<file path="config.mk">
export PLATFORM = sky130hd
export DESIGN_NAME = vector_register_file
export DESIGN_NICKNAME = d
export VERILOG_FILES = /design/src/rtl/vector_register_file.sv
export SDC_FILE = /design/constraint.sdc
export NUM_CORES = 2
export LEC_CHECK = 0
export ABC_CLOCK_PERIOD_IN_PS = 13110
export CAP_MARGIN = 20
export CORE_MARGIN = 8
export CORE_UTILIZATION = 38
export DETAILED_ROUTE_END_ITERATION = 16
export SYNTH_ARGS = -nofsm -noshare
export SYNTH_HDL_FRONTEND = slang
export SYNTH_SLANG_ARGS = --single-unit
</file>
<file path="constraint.sdc">
create_clock -name clk -period 13.11 [get_ports clk]
set_input_delay 3.933 -clock clk [delete_from_list [all_inputs] [get_ports clk]]
set_output_delay 3.933 -clock clk [all_outputs]
set_load 0.02 [all_outputs]
</file>
<file path="src/rtl/vector_register_file.sv">
// Scalar/vector register file: two combinational read ports, one masked write port,
// optional write-to-read bypass and a clear sweep that zeroes storage after reset or on request.

module vrf_lane #(
  parameter int LANE_W   = 32,
  parameter int NUM_VREG = 8,
  parameter int VIDX_W   = 3
) (
  input  logic              clk,
  input  logic              i_we,
  input  logic [VIDX_W-1:0] i_widx,
  input  logic [LANE_W-1:0] i_wd,
  input  logic              i_blank,
  input  logic [LANE_W-1:0] i_bwd,
  input  logic              i_vsel1,
  input  logic              i_byp1,
  input  logic [VIDX_W-1:0] i_ridx1,
  input  logic [LANE_W-1:0] i_sval1,
  input  logic              i_vsel2,
  input  logic              i_byp2,
  input  logic [VIDX_W-1:0] i_ridx2,
  input  logic [LANE_W-1:0] i_sval2,
  output logic [LANE_W-1:0] o_rd1,
  output logic [LANE_W-1:0] o_rd2
);
  logic [LANE_W-1:0] r_mem [NUM_VREG];

  always_ff @(posedge clk)
    if (i_we) r_mem[i_widx] <= i_wd;

  assign o_rd1 = i_blank ? '0 : !i_vsel1 ? i_sval1 : i_byp1 ? i_bwd : r_mem[i_ridx1];
  assign o_rd2 = i_blank ? '0 : !i_vsel2 ? i_sval2 : i_byp2 ? i_bwd : r_mem[i_ridx2];
endmodule

module vector_register_file #(
  parameter int LANE_W   = 32,
  parameter int LANES    = 4,
  parameter int ADDR_W   = 5,
  parameter int NUM_VREG = 8,
  parameter int BYPASS   = 1
) (
  input  logic                    clk,
  input  logic                    rst_n,
  input  logic                    clr_req,
  output logic                    busy,
  input  logic                    we3,
  input  logic [LANES-1:0]        wmask,
  input  logic [ADDR_W-1:0]       a1,
  input  logic [ADDR_W-1:0]       a2,
  input  logic [ADDR_W-1:0]       a3,
  input  logic [LANES*LANE_W-1:0] wd3,
  output logic [LANES*LANE_W-1:0] rd1,
  output logic [LANES*LANE_W-1:0] rd2
);
  localparam int NUM_SREG = (1 << ADDR_W) - NUM_VREG;
  localparam int SWEEP    = (NUM_SREG > NUM_VREG) ? NUM_SREG : NUM_VREG;
  localparam int IDX_W    = (SWEEP > 1) ? $clog2(SWEEP) : 1;
  localparam int SIDX_W   = (NUM_SREG > 1) ? $clog2(NUM_SREG) : 1;
  localparam int VIDX_W   = (NUM_VREG > 1) ? $clog2(NUM_VREG) : 1;
  localparam bit BYP_EN   = (BYPASS != 0);
  localparam logic [ADDR_W-1:0] VBASE_A  = ADDR_W'(NUM_SREG);
  localparam logic [IDX_W-1:0]  IDX_LAST = IDX_W'(SWEEP - 1);
  localparam logic [IDX_W:0]    NS_LIM   = (IDX_W+1)'(NUM_SREG);
  localparam logic [IDX_W:0]    NV_LIM   = (IDX_W+1)'(NUM_VREG);

  typedef enum logic {S_IDLE, S_CLEAR} state_t;

  state_t            r_state, w_state_nxt;
  logic [IDX_W-1:0]  r_idx, w_idx_nxt;

  logic [LANES-1:0][LANE_W-1:0] w_wd, w_rd1, w_rd2;
  logic [LANE_W-1:0] r_sreg [NUM_SREG];

  logic              w_clr, w_clr_s, w_clr_v, w_wr;
  logic              w_a1_vec, w_a2_vec, w_a3_vec, w_byp1, w_byp2;
  logic [VIDX_W-1:0] w_vi1, w_vi2, w_vi3, w_v_widx;
  logic [SIDX_W-1:0] w_s_widx;
  logic              w_s_we;
  logic [LANE_W-1:0] w_s_wd, w_sv1, w_sv2;

  // ---- clear sequencer ----
  always_ff @(posedge clk or negedge rst_n)
    if (!rst_n) begin
      r_state <= S_CLEAR;
      r_idx   <= '0;
    end else begin
      r_state <= w_state_nxt;
      r_idx   <= w_idx_nxt;
    end

  always_comb begin
    w_state_nxt = r_state;
    w_idx_nxt   = r_idx;
    case (r_state)
      S_IDLE:
        if (clr_req) begin
          w_state_nxt = S_CLEAR;
          w_idx_nxt   = '0;
        end
      S_CLEAR:
        if (r_idx == IDX_LAST) begin
          w_state_nxt = S_IDLE;
          w_idx_nxt   = '0;
        end else begin
          w_idx_nxt = r_idx + 1'b1;
        end
      default: w_state_nxt = S_CLEAR;
    endcase
  end

  always_comb begin
    busy = (r_state == S_CLEAR);
  end

  // ---- address decode ----
  assign w_wd     = wd3;
  assign w_a1_vec = (a1 >= VBASE_A);
  assign w_a2_vec = (a2 >= VBASE_A);
  assign w_a3_vec = (a3 >= VBASE_A);

  // VBASE is a multiple of NUM_VREG, so the vreg index is just the low address bits.
  if (NUM_VREG > 1) begin : g_vidx
    assign w_vi1 = a1[VIDX_W-1:0];
    assign w_vi2 = a2[VIDX_W-1:0];
    assign w_vi3 = a3[VIDX_W-1:0];
  end else begin : g_vidx_one
    assign w_vi1 = '0;
    assign w_vi2 = '0;
    assign w_vi3 = '0;
  end

  assign w_clr   = busy;
  assign w_clr_s = w_clr & ({1'b0, r_idx} < NS_LIM);
  assign w_clr_v = w_clr & ({1'b0, r_idx} < NV_LIM);
  assign w_wr    = we3 & ~busy & (a3 != '0);
  assign w_byp1  = BYP_EN & w_wr & (a1 == a3);
  assign w_byp2  = BYP_EN & w_wr & (a2 == a3);

  // ---- scalar storage ----
  assign w_s_we   = w_clr_s | (w_wr & ~w_a3_vec);
  assign w_s_widx = w_clr ? r_idx[SIDX_W-1:0] : a3[SIDX_W-1:0];
  assign w_s_wd   = w_clr ? '0 : w_wd[0];

  always_ff @(posedge clk)
    if (w_s_we) r_sreg[w_s_widx] <= w_s_wd;

  assign w_sv1 = (a1 == '0) ? '0 : w_byp1 ? w_wd[0] : r_sreg[a1[SIDX_W-1:0]];
  assign w_sv2 = (a2 == '0) ? '0 : w_byp2 ? w_wd[0] : r_sreg[a2[SIDX_W-1:0]];

  // ---- vector storage, one slice per lane ----
  assign w_v_widx = w_clr ? r_idx[VIDX_W-1:0] : w_vi3;

  for (genvar gi = 0; gi < LANES; gi++) begin : g_lane
    vrf_lane #(.LANE_W(LANE_W), .NUM_VREG(NUM_VREG), .VIDX_W(VIDX_W)) u_lane (
      .clk     (clk),
      .i_we    (w_clr_v | (w_wr & w_a3_vec & wmask[gi])),
      .i_widx  (w_v_widx),
      .i_wd    (w_clr ? '0 : w_wd[gi]),
      .i_blank (busy),
      .i_bwd   (w_wd[gi]),
      .i_vsel1 (w_a1_vec),
      .i_byp1  (w_byp1 & wmask[gi]),
      .i_ridx1 (w_vi1),
      .i_sval1 (w_sv1),
      .i_vsel2 (w_a2_vec),
      .i_byp2  (w_byp2 & wmask[gi]),
      .i_ridx2 (w_vi2),
      .i_sval2 (w_sv2),
      .o_rd1   (w_rd1[gi]),
      .o_rd2   (w_rd2[gi])
    );
  end

  assign rd1 = w_rd1;
  assign rd2 = w_rd2;
endmodule

</file>
==> metrics.yaml <==
clock-sinks: 1798
ys.flop_type: "edfxtp_1"
viasPerCell: 6.48
fp-row-count: 177
fill_cells: 19667
p_sw_uw: 5320
pre_cts_slack_ps: 582
grt_max_degree: 129
synthDistinctLibCells: 50
coreArea_um2: 232000
start_util_pct: 38.1
drc: 0
nNetsFinal: 5174
tns_ps: 0
grt_pass1_wl_um: 442000
fin_ws_ps: 525
hold_buffers: 0
synth_top_area_share_pct: 61.0
area_delta_synth_final_pct: 17.0
netlist_area_um2: 88200
yosys_warnings: 0
period_minus_slack_ps: 12590
period_share_pct: 96.0
portBuffers: 407
drv_slew: 4
cp-start-kind: "input pin"
die_area_um2: 248000
h-tree-depth: 4
grt.total_usage_pct: 25.2
seqCellArea_um2: 54000
cts_tree: "yes"
die_h_um: 498
yosys_register_bits: 1798
grt_pass1_vias: 53420
clkPwrFrac_pct: 28.8
syn_area_per_cell_um2: 19.3
hold_path_class: "register to register"
hold_violations: 0
cts_buffers: 183
combPwrFrac_pct: 24.4
multi_input_area_um2: 33100
final_common_cell: "edfxtp_1"
synth-async-reset-ratio_pct: 0.334
antenna_found_initial: 30
ys_top_cells_by_area: "edfxtp_1 (61%), mux4_2 (23%), mux2_2 (4.1%)"
synth_sequential_area_ratio_pct: 61.2
die-width_um: 498
dpl.hpwl_um: 210000
io_pins: 408
first_pass_iters: 12
cp_max_fo: 14
status: "finished, violations left"
clock_path_buffers: 3
path_class: "input pin to output pin"
setup_violations: 0
intPower_uw: 12400
powerDensity_nw_per_um2: 171
fmax_mhz: 79.5
place.gp.congestion: 0.869
synth_top_area_cell: "edfxtp_1"
synth_nets: 4712
globalRoute.totalOverflow: 0
finalPower_uw: 17700
drive_gt1_share_pct: 36.0
clock_skew_ps: 32.0
netSwitchingFraction_pct: 30.1
wirelength_um: 323000
ant_nets: 0
irDropWorstVdd_v: 0.000148
cap_violations: 0
slew_headroom_pct: -4.13
wire_per_inst_um: 39.2
cp.arrival_ps: 8650
violations: "max-slew violations"
worstMarginPinSlew_ps: 1560
p_leak_uw: 0.0330
dr_total_vias: 53370
synthCells: 4560
cts_setup_buffers: 0
stdcell_count: 8238
worstPathRequired_ps: 9180
clk_latency_ps: 830
power_frac_seq_pct: 46.8
cts-root-buf: "clkbuf_16"
clk_pin_slew_worst_paths_ps: 60
dp.cells: 7877
synth_edf_count: 1792
rsz0062_at_grt: "false"
cts-resized-gates: 0
drtIter0Drc: 7009
critPathCaptureType: "output pin"
final_cell_mix: "edfxtp_1 (1792), mux4_2 (896), clkdlybuf4s50_1 (401)"
==> cell families (layout without fill, tap and decap cells) <==
group / after synthesis / in the layout / synth area share, %
fa+ha+maj: 1 / 1 / 0.0142
mux: 1473 / 1473 / 29.9
xor+xnor: 12 / 12 / 0.119
buf+inv: 421 / 1030 / 2.05
other cells: 0 / 26 / 0
simple gates: 315 / 315 / 1.76
compound gates: 540 / 540 / 5.00
flops: 1798 / 1798 / 61.2
==> critical path, stage by stage <==
cell and delay, ps:
clkdlybuf4s50_1 830, inv_1 260, a211oi_1 820, a21oi_4 260, buf_4 280, a32oi_1 1010
o211ai_1 540, clkdlybuf4s50_1 690
==> stage by stage <==
stage / hold WS [ps] / cell area [um^2] / utilization (%)
6_report: 528 / 103000 / 44.6
2_1_floorplan: 472 / 88200 / -
4_1_cts: 525 / 103000 / 44.5
5_1_grt: 590 / 103000 / 44.5
3_3_place_gp: 492 / 97200 / 41.9
3_5_place_dp: 511 / 97400 / 42.0
==> power groups by stage <==
stage	combinational (uW)	sequential (uW)	clock, uW
4_1_cts	4300	8270	5180
3_5_place_dp	4280	8390	0
2_1_floorplan	2390	8230	0
3_3_place_gp	4260	8270	0
6_report	4310	8280	5100
5_1_grt	4440	8400	5360
==> synth_stat cells, types with 4 or more instances <==
master and number:
a21oi_1 9, a222oi_1 32, a22oi_1 128, a32oi_1 32
a41oi_1 32, and3_1 4, buf_1 31, buf_2 125
buf_4 8, buf_6 5, clkbuf_1 215, dfrtp_1 5
edfxtp_1 1792, inv_1 37, mux2_2 321, mux2i_1 256
mux4_2 896, nand2_1 83, nand2b_1 5, nand4_1 4
nor2_1 96, nor2b_1 100, o211ai_1 128, o21ai_0 16
o21ai_1 122, o311ai_4 30, xor2_1 10
==> sequential cells by signal, indices dropped and copies added (netlist names) <==
| signal | count |
|---|---|
| g_lane.u_lane.r_mem | 1024 |
| busy | 1 |
| r_sreg | 768 |
| r_idx | 5 |
==> final cells by class <==
cell class                 instances  area share (%)
antenna                           26          0.0630
clock buffer                     226            4.65
clock inverter                   106           0.916
inverter                          37           0.135
multi-input combinational       2341            32.1
sequential                      1798            52.3
tap                             3043            3.69
timing repair buffer             661            6.21
==> per-layer routing <==
layer | global-route usage [%] | wire [um] | vias up
li1 | - | - | 20712
met1 | 32.0 | 119000 | 28831
met2 | 39.6 | 150000 | 3174
met3 | 6.96 | 34400 | 645
met4 | 13.0 | 19100 | 8
met5 | 0 | 48 | -
==> worst paths after layout <==
kind	slack, ps	depth (start not counted)	start	to
max in group asynchronous	9460	1	rst_n	busy$_DFF_PN1_
setup reg to reg	9150	5	busy$_DFF_PN1_	g_lane[0].u_lane.r_mem[4][15]$_DFFE_PP_
hold / removal	530	2	r_idx[3]$_DFFE_PN0P_	r_idx[3]$_DFFE_PN0P_
hold reg to reg	530	2	r_idx[3]$_DFFE_PN0P_	r_idx[3]$_DFFE_PN0P_
setup / recovery	520	8	a3[2]	rd2[26]
min in group asynchronous	3360	1	rst_n	r_idx[3]$_DFFE_PN0P_
Note: power is estimated with default switching activity, not from simulation.
